File: config.mk
export PLATFORM = sky130hd
export DESIGN_NAME = dtree_class_debounce
export DESIGN_NICKNAME = d
export VERILOG_FILES = /design/src/rtl/dtree_class_debounce.sv
export SDC_FILE = /design/constraint.sdc
export NUM_CORES = 1
export LEC_CHECK = 0
export ABC_AREA = 1
export CORE_ASPECT_RATIO = 2
export CORE_UTILIZATION = 42
export CTS_BUF_LIST = sky130_fd_sc_hd__clkbuf_8 sky130_fd_sc_hd__clkbuf_16
export DETAILED_ROUTE_END_ITERATION = 10
export GPL_TIMING_DRIVEN = 0
export PLACE_DENSITY = 0.74
export SLEW_MARGIN = 20
export SYNTH_ARGS = -nofsm -noshare
export SYNTH_HDL_FRONTEND = slang
export SYNTH_SLANG_ARGS = --single-unit
File: constraint.sdc
create_clock -name clk -period 2.5 [get_ports clk]
set_clock_uncertainty 0.1 [all_clocks]
set_input_delay 0.5 -clock clk [delete_from_list [all_inputs] [get_ports clk]]
set_output_delay 0.5 -clock clk [all_outputs]
set_load 0.01 [all_outputs]
File: src/rtl/dtree_class_debounce.sv
// Debounce filter for the decision-tree classifier: commits a class after HOLD
// identical in-range predictions. Optional err counter via DTREE_DEBOUNCE_ERRCNT_EN.
module dtree_class_debounce #(
   parameter int NCLASS = 10,
   parameter int HOLD   = 3
) (
   input  logic       clk,
   input  logic       rst_n,
   input  logic       in_valid,
   input  logic [3:0] in_class,
   input  logic       out_ready,
   output logic       out_valid,
   output logic [3:0] out_class,
   output logic       overflow,
   output logic [7:0] err_cnt
);

   localparam logic [4:0] NCLASS_C = 5'(NCLASS);
   localparam logic [3:0] HOLD_C   = 4'(HOLD);

   typedef enum logic [1:0] {
      S_EMPTY = 2'd0,
      S_TRACK = 2'd1,
      S_LOCK  = 2'd2
   } state_t;

   state_t     r_state;
   state_t     w_state_nxt;
   logic [3:0] r_cand;
   logic [3:0] w_cand_nxt;
   logic [3:0] r_cnt;
   logic [3:0] w_cnt_nxt;
   logic [3:0] r_last;
   logic       r_last_ok;
   logic       r_out_valid;
   logic [3:0] r_out_class;
   logic       r_overflow;

   logic       w_in_range;
   logic       w_commit;
   logic       w_dup;
   logic       w_slot_free;
   logic       w_emit;
   logic       w_drop;

   function automatic logic [3:0] sat_inc(input logic [3:0] v);
      return (v >= HOLD_C) ? HOLD_C : v + 4'd1;
   endfunction

   assign w_in_range = ({1'b0, in_class} < NCLASS_C);

   always_ff @(posedge clk or negedge rst_n) begin
      if (!rst_n) begin
         r_state <= S_EMPTY;
      end else begin
         r_state <= w_state_nxt;
      end
   end

   always_comb begin
      w_state_nxt = r_state;
      w_cand_nxt  = r_cand;
      w_cnt_nxt   = r_cnt;
      w_commit    = 1'b0;
      if (in_valid) begin
         if (!w_in_range) begin
            w_state_nxt = S_EMPTY;
            w_cnt_nxt   = 4'd0;
         end else begin
            case (r_state)
               S_TRACK: begin
                  if (in_class == r_cand) begin
                     w_cnt_nxt = sat_inc(r_cnt);
                  end else begin
                     w_cand_nxt = in_class;
                     w_cnt_nxt  = 4'd1;
                  end
                  w_commit = (w_cnt_nxt == HOLD_C);
               end
               S_LOCK: begin
                  // A repeat of the locked class is not a new streak.
                  if (in_class != r_cand) begin
                     w_cand_nxt  = in_class;
                     w_cnt_nxt   = 4'd1;
                     w_state_nxt = S_TRACK;
                     w_commit    = (HOLD_C == 4'd1);
                  end
               end
               default: begin
                  w_cand_nxt  = in_class;
                  w_cnt_nxt   = 4'd1;
                  w_state_nxt = S_TRACK;
                  w_commit    = (HOLD_C == 4'd1);
               end
            endcase
            if (w_commit) begin
               w_state_nxt = S_LOCK;
            end
         end
      end
   end

   assign w_dup       = r_last_ok && (w_cand_nxt == r_last);
   assign w_slot_free = !r_out_valid || out_ready;
   assign w_emit      = w_commit && !w_dup && w_slot_free;
   assign w_drop      = w_commit && !w_dup && !w_slot_free;

   always_ff @(posedge clk or negedge rst_n) begin
      if (!rst_n) begin
         r_cand      <= 4'd0;
         r_cnt       <= 4'd0;
         r_last      <= 4'd0;
         r_last_ok   <= 1'b0;
         r_out_valid <= 1'b0;
         r_out_class <= 4'd0;
         r_overflow  <= 1'b0;
      end else begin
         r_cand <= w_cand_nxt;
         r_cnt  <= w_cnt_nxt;
         if (w_emit) begin
            r_out_valid <= 1'b1;
            r_out_class <= w_cand_nxt;
            r_last      <= w_cand_nxt;
            r_last_ok   <= 1'b1;
         end else if (r_out_valid && out_ready) begin
            r_out_valid <= 1'b0;
         end
         if (w_drop) begin
            r_overflow <= 1'b1;
         end
      end
   end

`ifdef DTREE_DEBOUNCE_ERRCNT_EN
   logic [7:0] r_err_cnt;

   always_ff @(posedge clk or negedge rst_n) begin
      if (!rst_n) begin
         r_err_cnt <= 8'd0;
      end else if (in_valid && !w_in_range && (r_err_cnt != 8'hFF)) begin
         r_err_cnt <= r_err_cnt + 8'd1;
      end
   end

   assign err_cnt = r_err_cnt;
`else
   assign err_cnt = 8'd0;
`endif

   assign out_valid = r_out_valid;
   assign out_class = r_out_class;
   assign overflow  = r_overflow;

endmodule

Yosys cells after proc, flatten, opt, wreduce, memory -nomap -nowiden --
Index checks and enable logic that the tools add are counted.
Storage, ports and cells: register bits after elaboration 17, output and inout port bits 14, logic and storage cells 55
Operators by class: $add $sub $neg 1, order comparisons 2, equality and inequality tests 9, multiplexer cells 24, reduce and logical (&&, ||, !) cells 12
Operators with widths (number):
- $mux 4 | 11
- $pmux 4 s2 | 2
- $eq 4x4->1 | 2
- $mux 1 | 7
- $mux 2 | 3
- $ne 3x3->1 const B | 2
- $logic_and 1x1->1 | 5
- $add 4x1->4 const B | 1
- $eq 4x2->1 const B | 1
- $ge 4x2->1 const B | 1
- $lt 4x4->1 const B | 1
- $ne 4x4->1 | 1
- $ne 4x4->1 const B | 1
- $pmux 2 s2 | 1
- $logic_not 1->1 | 3
- $reduce_and 3->1 | 1
- $eq 2x1->1 const B | 1
- $eq 2x2->1 const B | 1
- $reduce_and 2->1 | 1
- $reduce_bool 2->1 | 1
- $logic_or 1x1->1 | 1

Longest topological paths before layout --
word-level depth 15, gate-level depth with buffers 13

Least setup slack after synthesis --
No wires, ideal clock.
kind register -> register, start reg r_state[0], end reg r_overflow, in the netlist overflow, library setup time 129 ps, arrival 1512 ps, data required time 2271 ps, path slack 760 ps, stages on the path, launching flop included 13, buffers on the path 0, period minus slack after synthesis 1740 ps, cell sequence dfrtp_1 -> inv_1 -> ha_1 -> nor2_1 -> nand2_1 -> nand2_1 -> nand2_1 -> nand2_1 -> nor2_1 -> nor2_2 -> nand3_4 -> nand2_1 -> o21bai_1
On the way: longest elaborated chain between the ends 9, elaborated cells between the ends (all ways) 15, those cells by class eq/ne: 3; mux: 8; reduce/logical: 4
Ends and longest elaborated chain:
- start: declaration | line 27 | state_t r_state;
- start signal: assignment | line 56 | r_state <= w_state_nxt;
- $eq 2x2->1 or $eq 2x1->1 (tied branches) | line 70 | case (r_state)
- $pmux 4 s2 | line 70
- $mux 4 | line 66 | if (!w_in_range) begin
- $mux 4 | line 65 | if (in_valid) begin
- $eq 4x4->1 | line 103 | assign w_dup = r_last_ok && (w_cand_nxt == r_last);
- $logic_and 1x1->1 | line 103
- $logic_not 1->1 | line 106 | assign w_drop = w_commit && !w_dup && !w_slot_free;
- $logic_and 1x1->1 * (2 in series) | line 106
- end signal: assignment | line 116 | r_overflow <= 1'b0;
- end signal: assignment | line 129 | r_overflow <= 1'b1;
- end: declaration | line 37 | logic r_overflow;
Mark *: on every way between the ends. The rest lies on a longest branch, timed or not. The select of a mux whose other input is x is not followed. A chain may end at the register's enable or synchronous reset.

Worst setup path after layout --
start in in_class[2], end reg r_out_class[0], in the netlist out_class[0]
On the way: longest elaborated chain between the ends 13, elaborated cells between the ends (all ways) 23, those cells by class order compare: 1; eq/ne: 4; mux: 14; reduce/logical: 4
Ends and longest elaborated chain:
- start: declaration | line 10 | input logic [3:0] in_class,
- $eq 4x4->1 | line 72 | if (in_class == r_cand) begin
- $mux 4 | line 72
- $mux 4 | line 70
- $mux 4 | line 66
- $mux 4 | line 65
- $eq 4x2->1 | line 78 | w_commit = (w_cnt_nxt == HOLD_C);
- $mux 1
- $mux 1 | line 66
- $mux 1 | line 65
- $mux 1 | line 66
- $mux 1 | line 65
- $logic_and 1x1->1 (2 in series) | line 105 | assign w_emit = w_commit && !w_dup && w_slot_free;
- end signal: assignment | line 122 | r_out_class <= w_cand_nxt;
- end: declaration | line 36 | logic [3:0] r_out_class;
Several ways; a longest one is shown, not always the timed one. The select of a mux whose other input is x is not followed.

==> metrics.cfg <==
[routing]
first_pass_iters = 4
drc_errors = 0
post_drt_wl_per_cell_um = 11.6
vias = 961
dr.first_iter.drc_count = 27
routed_wl_mm = 2.29
postRouteAntennaNets = 0
viasPerCell = 4.88

[placement]
port_buffers = 13
gp_congestion = 0.796
dp.final_hpwl_mm = 1.84

[final_layout]
utilization_pct = 54.4
fillers = 280
drive_above_1_share_pct = 18.9
nets = 181
antennaDiodeCount = 0
area_growth_pct = 20.1

[sta]
hold_slack_ps = 384
finalMaxSlewViolations = 0
finalHoldViolCount = 0
setup_viol = 0
fin_tns_setup_ps = 0
period_minus_slack_ps = 2110
worst_pin_slew_ps = 793
rsz0062_at_grt = no
max_clock_freq_mhz = 473
finalCritPeriodShare_pct = 84.5
slew_headroom_pct = 47.0

[outcome]
status = complete, no violations

[logic_synthesis]
synth_most_common_cell = nand2_1
yosys_register_bits = 17
ys_seq_area_share_pct = 36.1
synth_top_family_by_area = simple AND/OR/NAND/NOR gates
synth-main-ff-cell = dfrtp_1
yosys.area_share.xor_xnor_pct = 2.23
synth-compound-area-share_pct = 6.26
muxShareOfSynthArea_pct = 0
synth.distinct_cells = 27
syn_inst = 145
synth-simple-area-share_pct = 39.5
ys_warn_count = 0
synth_area_leaders = dfrtp_1, nand2_1, inv_1
synth_edf_count = 0
synth-adder-area-share_pct = 3.18
netlist_area_mm2 = 0.00118
syn_avg_cell_area_um2 = 8.13
synth_top_area_share_pct = 36.1
synth.largest_area_cell = dfrtp_1
async_flop_share_pct = 100
synth_common_cells = nand2_1, inv_1, dfrtp_1

[setup_path]
critical_path_class = primary input to flop
cp_max_fo = 6
start_kind = primary input
worstPathRequired_ps = 2540
r2r_slack_ps = 510
critPathCaptureType = flop
arrival_ps = 2160

[clock_tree]
cts_htree_levels = 1
ctsResizeCount = 0
post_cts_buffers = 0
clk_latency_ps = 250
clockBufferDepth = 2
cts_tree = done
cts_sinks = 17
clkTransAtPathRegs_ps = 70
cts_root_buf = clkbuf_8
cts_hold_buf = 0
cts_made_buffers = 3

[die]
die_x_um = 39.5
io_pins = 22
start_util_pct = 45.3
dieHeight_um = 76.9
placementRows = 26
fp.coreArea_mm2 = 0.00260
die_area_mm2 = 0.00304

[pwr]
ir_worst_vdd_mv = 0.350
combPwrFrac_pct = 31.6
pwr-share-clk_pct = 26.1
switchingPower_w = 0.000270
powerDensity_mw_per_mm2 = 553
p_seq_share_pct = 42.3
p_leak_nw = 0.761
swShare_pct = 34.4
internal_power_w = 0.000513

[global_route]
grt_pass1_vias = 1002
grt_antenna_before_repair = 0
grt_usage_pct = 18.0
grt_pass1_wl_mm = 4.04
grt_max_degree = 18
grt_overflow_total = 0

[min_path]
hp-class = flop to flop

[flow_run]
maxCapViolations = 0

==> cell type report <==
| class | instances | area, um2 | share of cell area [%] |
|---|---|---|---|
| well taps | 28 | 35.0 | 2.48 |
| clock inverters | 1 | 3.75 | 0.265 |
| inverters | 23 | 86.3 | 6.10 |
| flip-flops and latches | 17 | 425 | 30.1 |
| plain buffers | 8 | 60.1 | 4.24 |
| clock buffers | 3 | 41.3 | 2.92 |
| repair buffers | 13 | 130 | 9.20 |
| multi-input cells | 104 | 633 | 44.7 |
==> power groups by stage <==
stage                     clock [W]  sequential (W)  combinational, W
final                      0.000204        0.000331          0.000248
after detailed placement          0        0.000336          0.000248
after global placement            0        0.000334          0.000243
after global routing       0.000224        0.000336          0.000277
after floorplan                   0        0.000335          0.000179
after CTS                  0.000212        0.000332          0.000250
==> registers in the layout, summed over array words and instances, names as in the netlist <==
signal     flops
out_class      4
r_cand         4
r_cnt          4
r_state        2
out_valid      1
overflow       1
r_last_ok      1
==> through the flow <==
step	worst slack (ps)	cells	instance area (um2)	power, W
2_1_floorplan	760	152	1200	0.000514
3_3_place_gp	133	193	1370	0.000578
3_5_place_dp	121	193	1370	0.000584
4_1_cts	376	197	1420	0.000793
5_1_grt	256	197	1420	0.000837
6_report	387	197	1420	0.000783
==> logic make-up after synthesis <==
group | after synthesis
compound gates | 11
xor+xnor | 3
fa+ha+maj | 3
buf+inv | 31
flops | 17
other cells | 1
simple gates | 79
==> layer usage <==
layer	global-route usage (%)	wire (um)
met1	18.0	827
met2	33.4	1360
met3	3.18	81
met4	5.86	22
met5	0	0
==> worst max-delay path, cell delays in order <==
cell             delay (ps)
clkdlybuf4s50_1         550
o21ai_2                 290
nand2_4                 150
nand2_1                  90
nand2_1                  70
nor2_1                  110
nor2_2                   70
nand3_4                 110
nand3_4                 100
nand2_1                  70
nand2_1                  50
==> final timing paths <==
kind                              from      endpoint  cells after the start
max reg2reg                 r_state[0]  out_class[0]                     12
min                           overflow      overflow                      1
max in group asynchronous        rst_n     r_cand[2]                      1
min reg2reg                   overflow      overflow                      1
min in group asynchronous        rst_n    r_state[0]                      1
max                        in_class[2]  out_class[0]                     11
==> placed cells by master, fill, tap and decap left out, types with 2 or more instances in the layout <==
master / n
nand2_1: 43
nand4_1: 5
a21oi_1: 2
buf_4: 8
clkbuf_8: 3
nand3_4: 3
o21ai_0: 3
nor2_1: 5
inv_1: 23
nor2_8: 2
ha_1: 3
nand3_1: 6
xor2_1: 3
conb_1: 8
nand2_2: 3
clkdlybuf4s50_1: 13
dfrtp_1: 17
nor2_4: 3
nand2_4: 4
o21ai_2: 3
Power figures use the tool's default switching activity.
